--- src/rtl/instr_mem_pkg.sv ---
// Shared constants and types for the instruction memory and its runtime loader.
// Latency: n/a (declarations only).
// Backpressure: n/a.
package instr_mem_pkg;

    localparam int unsigned IMEM_ADDR_W = 16;
    localparam int unsigned IMEM_DATA_W = 17;
    localparam int unsigned IMEM_DEPTH  = 8192;
    localparam logic [7:0]  LOADER_SYNC = 8'hA5;

    typedef enum logic [3:0] {
        ST_IDLE    = 4'd0,
        ST_ADDR_HI = 4'd1,
        ST_ADDR_LO = 4'd2,
        ST_CNT_HI  = 4'd3,
        ST_CNT_LO  = 4'd4,
        ST_W0      = 4'd5,
        ST_W1      = 4'd6,
        ST_W2      = 4'd7,
        ST_CHK     = 4'd8,
        ST_ERR     = 4'd9
    } loader_state_t;

    // True when [start, start+count) lies inside a memory of 'depth' words.
    // The sum is formed in 17 bits so a large start plus count cannot wrap.
    function automatic logic range_ok(input logic [15:0] start,
                                      input logic [15:0] count,
                                      input int unsigned depth);
        logic [16:0] w_end;
        w_end = {1'b0, start} + {1'b0, count};
        return (w_end <= depth[16:0]);
    endfunction

endpackage

--- src/rtl/instr_mem_loader_if.sv ---
// Byte-stream input and memory write-port output of the instruction loader.
// Latency: n/a (wiring only).
// Backpressure: none; the byte strobe is always accepted by the loader.
interface instr_mem_loader_if #(
    parameter int unsigned ADDR_W = instr_mem_pkg::IMEM_ADDR_W,
    parameter int unsigned DATA_W = instr_mem_pkg::IMEM_DATA_W
);
    logic [7:0]        rx_data;
    logic              rx_vld;
    logic              we;
    logic [ADDR_W-1:0] waddr;
    logic [DATA_W-1:0] wdata;
    logic              cpu_hold;
    logic              done;
    logic              err;

    // Host / serial-link side: drives bytes, observes the loader.
    modport master (
        output rx_data, rx_vld,
        input  we, waddr, wdata, cpu_hold, done, err
    );

    // Loader side: consumes bytes, drives the memory write port and status.
    modport slave (
        input  rx_data, rx_vld,
        output we, waddr, wdata, cpu_hold, done, err
    );
endinterface

--- src/rtl/loader_timeout_cnt.sv ---
// Clearable saturating idle counter; flags expiry once MAX_CNT cycles have elapsed.
// Latency: expiry visible the cycle after the count reaches MAX_CNT (registered count, combinational compare).
// Backpressure: none; clear has priority over increment.
module loader_timeout_cnt #(
    parameter int unsigned MAX_CNT = 65535
) (
    input  logic clk,
    input  logic rst,
    input  logic i_clr,
    input  logic i_inc,
    output logic o_expired
);
    localparam int unsigned CNT_W = $clog2(MAX_CNT + 1);

    logic [CNT_W-1:0] r_cnt;
    logic             w_at_max;

    assign w_at_max  = (r_cnt == CNT_W'(MAX_CNT));
    assign o_expired = w_at_max;

    // Count idle cycles, holding at the limit instead of wrapping.
    always_ff @(posedge clk) begin
        if (rst) begin
            r_cnt <= '0;
        end else if (i_clr) begin
            r_cnt <= '0;
        end else if (i_inc && !w_at_max) begin
            r_cnt <= r_cnt + CNT_W'(1);
        end
    end
endmodule

--- src/rtl/instr_mem_loader.sv ---
// Assembles 17-bit words from a framed byte stream and writes them into instruction memory at runtime.
// Latency: write pulse 1 clk after the third byte of each word; done 1 clk after the final byte.
// Backpressure: none; every byte strobe is consumed. Optional trailing checksum byte: LOADER_CHKSUM_EN.
module instr_mem_loader
    import instr_mem_pkg::*;
#(
    parameter int unsigned ADDR_W      = IMEM_ADDR_W,
    parameter int unsigned DATA_W      = IMEM_DATA_W,
    parameter int unsigned MEM_DEPTH   = IMEM_DEPTH,
    parameter logic [7:0]  SYNC_BYTE   = LOADER_SYNC,
    parameter int unsigned TIMEOUT_CYC = 65535
) (
    input logic               clk,
    input logic               rst,
    instr_mem_loader_if.slave bus
);

    loader_state_t     r_state;
    loader_state_t     w_state_nxt;

    logic [ADDR_W-1:0] r_addr;
    logic [ADDR_W-1:0] w_addr_nxt;
    logic [15:0]       r_remain;
    logic [15:0]       w_remain_nxt;
    // Holds the high byte of the address, then of the count.
    logic [7:0]        r_hi;
    logic [7:0]        w_hi_nxt;
    logic              r_b0;
    logic              w_b0_nxt;
    logic [7:0]        r_b1;
    logic [7:0]        w_b1_nxt;

    logic              r_we;
    logic              w_we_nxt;
    logic [ADDR_W-1:0] r_waddr;
    logic [ADDR_W-1:0] w_waddr_nxt;
    logic [DATA_W-1:0] r_wdata;
    logic [DATA_W-1:0] w_wdata_nxt;
    logic              r_done;
    logic              w_done_nxt;
    logic              r_err;
    logic              w_err_nxt;
    logic              r_hold;
    logic              w_hold_nxt;

`ifdef LOADER_CHKSUM_EN
    logic [7:0]        r_sum;
    logic [7:0]        w_sum_nxt;
`endif

    logic              w_in_frame;
    logic              w_to_expired;
    logic [15:0]       w_count;
    logic [DATA_W-1:0] w_word;
    logic              w_finish;

    assign w_in_frame = (r_state != ST_IDLE) && (r_state != ST_ERR);
    assign w_count    = {r_hi, bus.rx_data};
    assign w_word     = DATA_W'({r_b0, r_b1, bus.rx_data});

    loader_timeout_cnt #(
        .MAX_CNT (TIMEOUT_CYC)
    ) u_timeout (
        .clk       (clk),
        .rst       (rst),
        .i_clr     (bus.rx_vld || !w_in_frame),
        .i_inc     (w_in_frame && !bus.rx_vld),
        .o_expired (w_to_expired)
    );

    // Next-state, datapath and output decode for the frame parser.
    always_comb begin
        w_state_nxt  = r_state;
        w_addr_nxt   = r_addr;
        w_remain_nxt = r_remain;
        w_hi_nxt     = r_hi;
        w_b0_nxt     = r_b0;
        w_b1_nxt     = r_b1;
        w_we_nxt     = 1'b0;
        w_waddr_nxt  = r_waddr;
        w_wdata_nxt  = r_wdata;
        w_done_nxt   = 1'b0;
        w_err_nxt    = r_err;
        w_hold_nxt   = r_hold;
        w_finish     = 1'b0;
`ifdef LOADER_CHKSUM_EN
        w_sum_nxt    = r_sum;
        // Every byte after SYNC up to the last word byte joins the sum.
        if (bus.rx_vld && w_in_frame && (r_state != ST_CHK)) begin
            w_sum_nxt = r_sum + bus.rx_data;
        end
`endif

        if (w_in_frame && w_to_expired) begin
            // A stalled link abandons the frame; the stale byte gap wins over a late byte.
            w_state_nxt = ST_ERR;
            w_err_nxt   = 1'b1;
        end else if (bus.rx_vld) begin
            case (r_state)
                ST_IDLE, ST_ERR: begin
                    if (bus.rx_data == SYNC_BYTE) begin
                        w_state_nxt = ST_ADDR_HI;
                        w_hold_nxt  = 1'b1;
                        w_err_nxt   = 1'b0;
`ifdef LOADER_CHKSUM_EN
                        w_sum_nxt   = 8'h00;
`endif
                    end
                end
                ST_ADDR_HI: begin
                    w_hi_nxt    = bus.rx_data;
                    w_state_nxt = ST_ADDR_LO;
                end
                ST_ADDR_LO: begin
                    w_addr_nxt  = ADDR_W'({r_hi, bus.rx_data});
                    w_state_nxt = ST_CNT_HI;
                end
                ST_CNT_HI: begin
                    w_hi_nxt    = bus.rx_data;
                    w_state_nxt = ST_CNT_LO;
                end
                ST_CNT_LO: begin
                    w_remain_nxt = w_count;
                    if (!range_ok(16'(r_addr), w_count, MEM_DEPTH)) begin
                        w_state_nxt = ST_ERR;
                        w_err_nxt   = 1'b1;
                    end else if (w_count == 16'd0) begin
                        w_finish = 1'b1;
                    end else begin
                        w_state_nxt = ST_W0;
                    end
                end
                ST_W0: begin
                    w_b0_nxt    = bus.rx_data[0];
                    w_state_nxt = ST_W1;
                end
                ST_W1: begin
                    w_b1_nxt    = bus.rx_data;
                    w_state_nxt = ST_W2;
                end
                ST_W2: begin
                    w_we_nxt     = 1'b1;
                    w_waddr_nxt  = r_addr;
                    w_wdata_nxt  = w_word;
                    w_addr_nxt   = r_addr + ADDR_W'(1);
                    w_remain_nxt = r_remain - 16'd1;
                    if (r_remain == 16'd1) begin
                        w_finish = 1'b1;
                    end else begin
                        w_state_nxt = ST_W0;
                    end
                end
`ifdef LOADER_CHKSUM_EN
                ST_CHK: begin
                    if (bus.rx_data == r_sum) begin
                        w_state_nxt = ST_IDLE;
                        w_done_nxt  = 1'b1;
                        w_hold_nxt  = 1'b0;
                    end else begin
                        // Words already written stay written; only the flag reports the corruption.
                        w_state_nxt = ST_ERR;
                        w_err_nxt   = 1'b1;
                    end
                end
`endif
                default: begin
                    w_state_nxt = ST_IDLE;
                end
            endcase
        end

        if (w_finish) begin
`ifdef LOADER_CHKSUM_EN
            w_state_nxt = ST_CHK;
`else
            w_state_nxt = ST_IDLE;
            w_done_nxt  = 1'b1;
            w_hold_nxt  = 1'b0;
`endif
        end
    end

    // FSM state register.
    always_ff @(posedge clk) begin
        if (rst) begin
            r_state <= ST_IDLE;
        end else begin
            r_state <= w_state_nxt;
        end
    end

    // Datapath and registered outputs.
    always_ff @(posedge clk) begin
        if (rst) begin
            r_addr   <= '0;
            r_remain <= '0;
            r_hi     <= '0;
            r_b0     <= 1'b0;
            r_b1     <= '0;
            r_we     <= 1'b0;
            r_waddr  <= '0;
            r_wdata  <= '0;
            r_done   <= 1'b0;
            r_err    <= 1'b0;
            r_hold   <= 1'b0;
        end else begin
            r_addr   <= w_addr_nxt;
            r_remain <= w_remain_nxt;
            r_hi     <= w_hi_nxt;
            r_b0     <= w_b0_nxt;
            r_b1     <= w_b1_nxt;
            r_we     <= w_we_nxt;
            r_waddr  <= w_waddr_nxt;
            r_wdata  <= w_wdata_nxt;
            r_done   <= w_done_nxt;
            r_err    <= w_err_nxt;
            r_hold   <= w_hold_nxt;
        end
    end

`ifdef LOADER_CHKSUM_EN
    // Running modular checksum of the current frame.
    always_ff @(posedge clk) begin
        if (rst) begin
            r_sum <= 8'h00;
        end else begin
            r_sum <= w_sum_nxt;
        end
    end
`endif

    // Pulses are masked while rst is high so a write registered just before
    // reset never reaches the memory.
    assign bus.we       = r_we & ~rst;
    assign bus.done     = r_done & ~rst;
    assign bus.waddr    = r_waddr;
    assign bus.wdata    = r_wdata;
    assign bus.cpu_hold = r_hold;
    assign bus.err      = r_err;

endmodule

--- src/flat_wrapper.sv ---
// flat-port wrapper written by rule: the top's interface ports become plain ports
module instr_mem_loader_flat import instr_mem_pkg::*;
#(
    parameter int unsigned ADDR_W      = IMEM_ADDR_W,
    parameter int unsigned DATA_W      = IMEM_DATA_W,
    parameter int unsigned MEM_DEPTH   = IMEM_DEPTH,
    parameter logic [7:0]  SYNC_BYTE   = LOADER_SYNC,
    parameter int unsigned TIMEOUT_CYC = 65535
)
  (clk, rst, bus_rx_data, bus_rx_vld, bus_we, bus_waddr, bus_wdata, bus_cpu_hold, bus_done, bus_err);
  instr_mem_loader_if #(.ADDR_W(ADDR_W), .DATA_W(DATA_W)) bus_i ();
  input logic clk;
  input logic rst;
  input wire logic [$bits(bus_i.rx_data)-1:0] bus_rx_data;
  input wire logic [$bits(bus_i.rx_vld)-1:0] bus_rx_vld;
  output wire logic [$bits(bus_i.we)-1:0] bus_we;
  output wire logic [$bits(bus_i.waddr)-1:0] bus_waddr;
  output wire logic [$bits(bus_i.wdata)-1:0] bus_wdata;
  output wire logic [$bits(bus_i.cpu_hold)-1:0] bus_cpu_hold;
  output wire logic [$bits(bus_i.done)-1:0] bus_done;
  output wire logic [$bits(bus_i.err)-1:0] bus_err;
  assign bus_i.rx_data = bus_rx_data;
  assign bus_i.rx_vld = bus_rx_vld;
  assign bus_we = bus_i.we;
  assign bus_waddr = bus_i.waddr;
  assign bus_wdata = bus_i.wdata;
  assign bus_cpu_hold = bus_i.cpu_hold;
  assign bus_done = bus_i.done;
  assign bus_err = bus_i.err;
  instr_mem_loader #(.ADDR_W(ADDR_W), .DATA_W(DATA_W), .MEM_DEPTH(MEM_DEPTH), .SYNC_BYTE(SYNC_BYTE), .TIMEOUT_CYC(TIMEOUT_CYC)) u_core (.clk(clk), .rst(rst), .bus(bus_i));
endmodule
--- config.mk ---
export PLATFORM = sky130hd
export DESIGN_NAME = instr_mem_loader_flat
export DESIGN_NICKNAME = d
export VERILOG_FILES = /design/src/rtl/instr_mem_pkg.sv /design/src/rtl/instr_mem_loader_if.sv /design/src/rtl/loader_timeout_cnt.sv /design/src/rtl/instr_mem_loader.sv /design/src/flat_wrapper.sv
export SDC_FILE = /design/constraint.sdc
export NUM_CORES = 1
export LEC_CHECK = 0
export ABC_AREA = 1
export CORE_MARGIN = 3
export CORE_UTILIZATION = 37
export DETAILED_ROUTE_END_ITERATION = 16
export GPL_TIMING_DRIVEN = 1
export SYNTH_ARGS = -nofsm -noshare
export SYNTH_HDL_FRONTEND = slang
export SYNTH_SLANG_ARGS = --single-unit
export TNS_END_PERCENT = 20
--- constraint.sdc ---
create_clock -name clk -period 2.4 [get_ports clk]
set_clock_uncertainty 0.15 [all_clocks]
set_input_delay 0.24 -clock clk [delete_from_list [all_inputs] [get_ports clk]]
set_output_delay 0.24 -clock clk [all_outputs]
set_load 0.05 [all_outputs]
---- Word level (Yosys, flattened, before mapping) ----
Cells that the tools add are included.
operators by class
  magnitude comparators ................... 1
  bitwise gates (word level) .............. 5
  add/subtract/negate cells ............... 4
  muxes and demuxes ....................... 22
  reduce and logical (&&, ||, !) cells .... 31
  equality and inequality tests ........... 19
operators by type and width
  operator                                                number
  case mux 16 bit (2 select lines)                        2
  adder 16 x 1 -> 16 bit (second input constant)          2
  case mux 4 bit (8 select lines)                         1
  two-way mux 4 bit                                       6
  AND reduction 3 bit                                     6
  adder 16 x 16 -> 17 bit                                 1
  <= comparator 17 x 14 -> 1 bit (second input constant)  1
  == test 16 x 1 -> 1 bit (second input constant)         1
  == test 16 bit (second input constant)                  1
  == test 4 x 3 -> 1 bit (second input constant)          4
  zero test 16 bit                                        1
  AND reduction 4 bit                                     4
  subtractor 16 x 1 -> 16 bit (second input constant)     1
  two-way mux 1 bit                                       11
  == test 4 x 2 -> 1 bit (second input constant)          2
  == test 8 bit (second input constant)                   1
  OR reduction 2 bit                                      4
  inequality test 3 x 2 -> 1 bit (second input constant)  2
  nonzero test 2 bit                                      3
  OR reduction 3 bit                                      2
  == test 4 x 1 -> 1 bit (second input constant)          1
  == test 4 bit (second input constant)                   1
  logical AND 1 bit                                       4
  zero test 4 bit                                         1
  13 further kinds                                        19
word-level totals
  input bits .............................. 11
  word-level logic and storage cells ...... 96
  output and inout port bits .............. 37
  flip-flop bits (word level) ............. 106

---- Depth between registers and ports, before layout ----
  depth after elaboration ................. 7
  mapped depth ............................ 19
  mapped depth without buffers ............ 19

---- Cells and area by module ----
From an unflattened synthesis, not the netlist that was laid out.
second synthesis, totals
  cell total of the unflattened synthesis .. 953
  area total of the unflattened synthesis .. 6,223.5 um^2
by module, submodules not included
  module              cells an instance  sequential area each (um^2)  area each (um^2)  times used
  instr_mem_loader    804                1,801.7                      5,296.3           1
  loader_timeout_cnt  149                320.3                        927.1             1

---- Worst setup path before layout ----
Ideal clock, no wire load.
  kind .................................... reg-to-reg
  start ................................... register u_core.r_addr[0]
  end ..................................... register u_core.r_state[1]
  setup slack ............................. -0.108 ns
  cell stages (with the launch flop) ...... 16
  path buffers ............................ 0
  data required time ...................... 2.135 ns
  period minus slack after synthesis ...... 2.508 ns
  arrival time ............................ 2.243 ns
  library setup time ...................... 0.115 ns
  cells stage by stage .................... dfxtp_1 ha_1 fa_1 or2_2 a21oi_1 nand3_1 nor2_1 nand3_1 nor2_1 nand3_1 nand2_1 nand3_1 nand3_2 nand2_1 o21ai_1 nor2_1
between the ends
  longest elaborated chain between the ends .. 7
  elaborated cells on any way between the ends .. 11
  classes of those cells .................. 1 x add/sub; 1 x order compare; 1 x eq/ne; 6 x mux; 2 x reduce/logical
ends and longest elaborated chain
  element                              line                     text
  from (decl)                          instr_mem_loader.sv:21   logic [ADDR_W-1:0] r_addr;
  from (signal assigned)               instr_mem_loader.sv:207  r_addr <= w_addr_nxt;
  adder 16 x 16 -> 17 bit (*)          instr_mem_pkg.sv:30      w_end = {1'b0, start} + {1'b0, count};
  <= comparator 17 x 14 -> 1 bit (*)   instr_mem_pkg.sv:31      return (w_end <= depth[16:0]);
  two-way mux 1 bit                    instr_mem_loader.sv:124  if (!range_ok(16'(r_addr), w_count, MEM_DEPTH)) begin
  case mux 1 bit (2 select lines)      instr_mem_loader.sv:99   case (r_state)
  two-way mux 1 bit                    instr_mem_loader.sv:98   end else if (bus.rx_vld) begin
  two-way mux 1 bit                    instr_mem_loader.sv:94   if (w_in_frame && w_to_expired) begin
  OR reduction 3 bit (no source line)  --
  to (signal assigned)                 instr_mem_loader.sv:188  r_state <= w_state_nxt;
  to (decl)                            instr_mem_loader.sv:18   loader_state_t r_state;
Mark *: on every way between the ends. The rest lies on a longest branch, timed or not.
A chain may end at the register's enable or synchronous reset.

---- Worst setup path after layout ----
  start ................................... register u_core.r_addr[0]
  end ..................................... register u_core.r_state[3]
between the ends
  longest elaborated chain between the ends .. 7
  elaborated cells on any way between the ends .. 13
  classes of those cells .................. 1 x add/sub; 1 x order compare; 1 x eq/ne; 8 x mux; 2 x reduce/logical
ends and longest elaborated chain
  element                              line
  adder 16 x 16 -> 17 bit (*)          instr_mem_pkg.sv:30
  <= comparator 17 x 14 -> 1 bit (*)   instr_mem_pkg.sv:31
  two-way mux 1 bit                    instr_mem_loader.sv:124
  case mux 1 bit (2 select lines)      instr_mem_loader.sv:99
  two-way mux 1 bit                    instr_mem_loader.sv:98
  two-way mux 1 bit                    instr_mem_loader.sv:94
  OR reduction 2 bit (no source line)  --
Mark *: on every way between the ends. The rest lies on a longest branch, timed or not. The select of a mux whose other input is x is not followed.

==> results.yml <==
run_status:
  status: "complete, but fails checks"
  violations: "negative setup slack"
clock_network:
  cts-buffers-inserted: 9
  clock_sinks: 106
  cts_tree: "yes"
  root_buffer: "clkbuf_16"
  clock_path_buffers: 2
  cts.clk_slew.worst_paths_ns: 0.07
  cts_max_level: 3
  clk_latency_ns: 0.36
floorplan:
  die_w_um: 135
  io_pins: 48
  dieArea_um2: 18100
  rows: 46
  coreArea_um2: 16100
  initial_core_util_pct: 38.2
  dieHeight_um: 135
synth:
  syn-num-nets: 931
  yosysSeqAreaShare_pct: 34.6
  synth_common_cells: "nand2_1, inv_1, dfxtp_1, nor2_1, a21oi_1"
  yosysMostFrequentCell: "nand2_1"
  syn-instance-count: 899
  synth.avg_cell_area_um2: 6.82
  synth-edff-count: 0
  synth.top_cell.area_share_pct: 34.6
  synth_area_leaders: "dfxtp_1, nand2_1, a21oi_1"
  async_flop_share_pct: 0
  synth_area_um2: 6130
  synthFlopType: "dfxtp_1"
  synth_cell_types: 54
  synth-seq-cells: 106
  yosysTopAreaCell: "dfxtp_1"
  ys.warnings.count: 0
final_layout:
  antenna_cells: 0
  design_area_um2: 7820
  nFillCells: 1624
  fin_nets: 1030
  syn2layout_area_growth_pct: 27.6
  drive_gt1_share_pct: 16.4
timing:
  report.final.slew_viol_count: 0
  fin_setup_tns_ns: -0.503
  rsz0062_at_grt: "yes"
  worst_pin_slew_ns: 0.567
  timing.final.hold_violations: 0
  finalSetupViolations: 7
  relSlewSlack_pct: 62.1
  timing.final.ws_setup_ns: -0.0944
  period_share_pct: 104
  period_needed_ns: 2.49
  max_freq_mhz: 401
routing:
  drt-total-wl_um: 18100
  vias_per_cell: 5.04
  wire_per_inst_um: 14.8
  final_antenna_net_count: 0
  drt_iter0_markers: 475
  num_vias: 6146
  drc: 0
  firstDrtPassIters: 5
grt:
  grt_pass1_wl_um: 29300
  antenna_found_initial: 0
  grtUsageTotal_pct: 20.3
  grt_pass1_vias: 5726
  grt_overflow: 0
  grt_max_degree: 72
run:
  cap_violations: 0
setup_path:
  cp_common_cell: "nand2_1"
  r2r_setup_slack_ns: -0.09
  crit_chain: "ha_4 > fa_2 > nand3_1 > nand2_2 > nand2_1 > nand2_1 > nand2_1 > nand3_1 > nand2_1 > nand3_1 > nor2_4 > nand4_1 > nand2_1 > nand2_2 > nand2_2 > nor2_1"
  end_kind: "register"
  cp.arrival_ns: 2.60
  cp_slowest_stage_delay_ns: 0.37
  crit_fanout: 4
  worstSetupPathType: "register to register"
  path_buf_inv: 0
  cp.required_ns: 2.51
  start_kind: "register"
  critPathTopFamily: "simple AND/OR/NAND/NOR gates"
  slowest_stage: "fa_2"
hold_path:
  min_path_type: "primary input to register"
pwr:
  p_leak_nw: 3.40
  vdd_ir_drop_max_mv: 0.375
  power_mw: 5.28
  power_density_nw_per_um2: 675
placed_design:
  pre_cts_slack_ns: -0.670
  gp_congestion: 0.900
  hpwl_um: 13600
  placed_area_um2: 7300
  portBuffers: 47
sequential cells by signal, summed over array words and instances (netlist names), 4 cells and up:
| register | count |
|---|---|
| u_core.r_hi | 8 |
| u_core.r_b1 | 8 |
| u_core.r_addr | 16 |
| u_core.bus.wdata | 17 |
| u_core.r_state | 4 |
| u_core.r_remain | 16 |
| u_core.u_timeout.r_cnt | 16 |
| u_core.bus.waddr | 16 |
kinds of logic after synthesis:
kind of cell             after synthesis  synth area share [%]
XOR/XNOR                              13                  1.86
buffers and inverters                155                  10.3
AND/OR/NAND/NOR                      383                  29.0
AO/OA/AOI/OAI                        221                  19.9
flip-flops                           106                  34.6
adder cells (fa/ha/maj)               21                  4.41
report_power, final:
| group | switching, mW | total, mW | leakage, nW | internal, mW |
|---|---|---|---|---|
| clock network | 0.694 | 1.47 | 0.145 | 0.773 |
| registers | 0.117 | 2.00 | 0.858 | 1.88 |
| logic | 1.13 | 1.82 | 2.39 | 0.684 |
| total | 1.94 | 5.28 | 3.40 | 3.34 |
per-layer routing:
| metal | global-route usage, % | wire [um] | part of all wire (%) | vias up |
|---|---|---|---|---|
| met5 | 0 | 0 | 0 | - |
| met4 | 6.00 | 340 | 1.9 | 0 |
| met3 | 4.36 | 997 | 5.5 | 19 |
| met2 | 29.7 | 7690 | 42 | 183 |
| met1 | 29.8 | 9060 | 50 | 2781 |
| li1 | - | - | - | 3163 |
metrics by stage:
step / std cells / hold WS [ns] / utilization (%)
3_5_place_dp: 1203 / 0.296 / 45.4
2_1_floorplan: 899 / 0.225 / -
4_1_cts: 1219 / 0.310 / 47.5
5_1_grt: 1219 / 0.236 / 48.7
6_report: 1219 / 0.177 / 48.7
3_3_place_gp: 1203 / 0.293 / 45.4
worst reg2reg max path, stage by stage (launching register included):
cell,delay [ns]
dfxtp_4,0.36
ha_4,0.16
fa_2,0.37
nand3_1,0.12
nand2_2,0.07
nand2_1,0.07
nand2_1,0.07
nand2_1,0.09
nand3_1,0.08
nand2_1,0.08
nand3_1,0.11
nor2_4,0.24
nand4_1,0.12
nand2_1,0.08
nand2_2,0.08
nand2_2,0.09
nor2_1,0.05
what timing repair did:
item,CTS,global route
setup buffers,0,0
cloned,0,0
hold buffers,0,0
pin swaps,8,5
endpoints found under the setup margin,7,16
resized for setup,12,33
cell usage in the layout (no fill, tap or decap), drive strengths merged, types with 2 or more instances in the layout:
master,n
nor4,10
a21oi,95
dfxtp,106
ha,20
inv,128
nor3,29
a31oi,8
nor2,107
and2,2
or2,4
nand3,48
nand4,13
xnor2,5
xor2,8
buf,70
dlymetal6s2s,5
clkinv,4
nand2,167
clkbuf,12
a211oi,8
clkdlybuf4s50,39
o21ai,102
final cells by class:
cell class	instances	area [um2]	share of cell area [%]
clock buffer	12	256	3.28
clock inverter	4	33.8	0.432
tap	216	270	3.46
sequential	106	2130	27.3
multi-input combinational	638	3590	45.9
timing repair buffer	115	1050	13.4
inverter	128	485	6.21
worst paths after layout:
check	end	cells after the start	start
worst max register to register	u_core.r_state[3]$_SDFFE_PP0P_	16	u_core.r_addr[0]$_SDFFE_PP0P_
worst min register to register	u_core.r_b1[6]$_SDFFE_PP0P_	2	u_core.r_b1[6]$_SDFFE_PP0P_
worst max-delay path	u_core.r_state[3]$_SDFFE_PP0P_	16	u_core.r_addr[0]$_SDFFE_PP0P_
worst min-delay path	u_core.bus.wdata[1]$_SDFFE_PP0P_	4	bus_rx_data[1]
(Power assumes the default switching activity.)
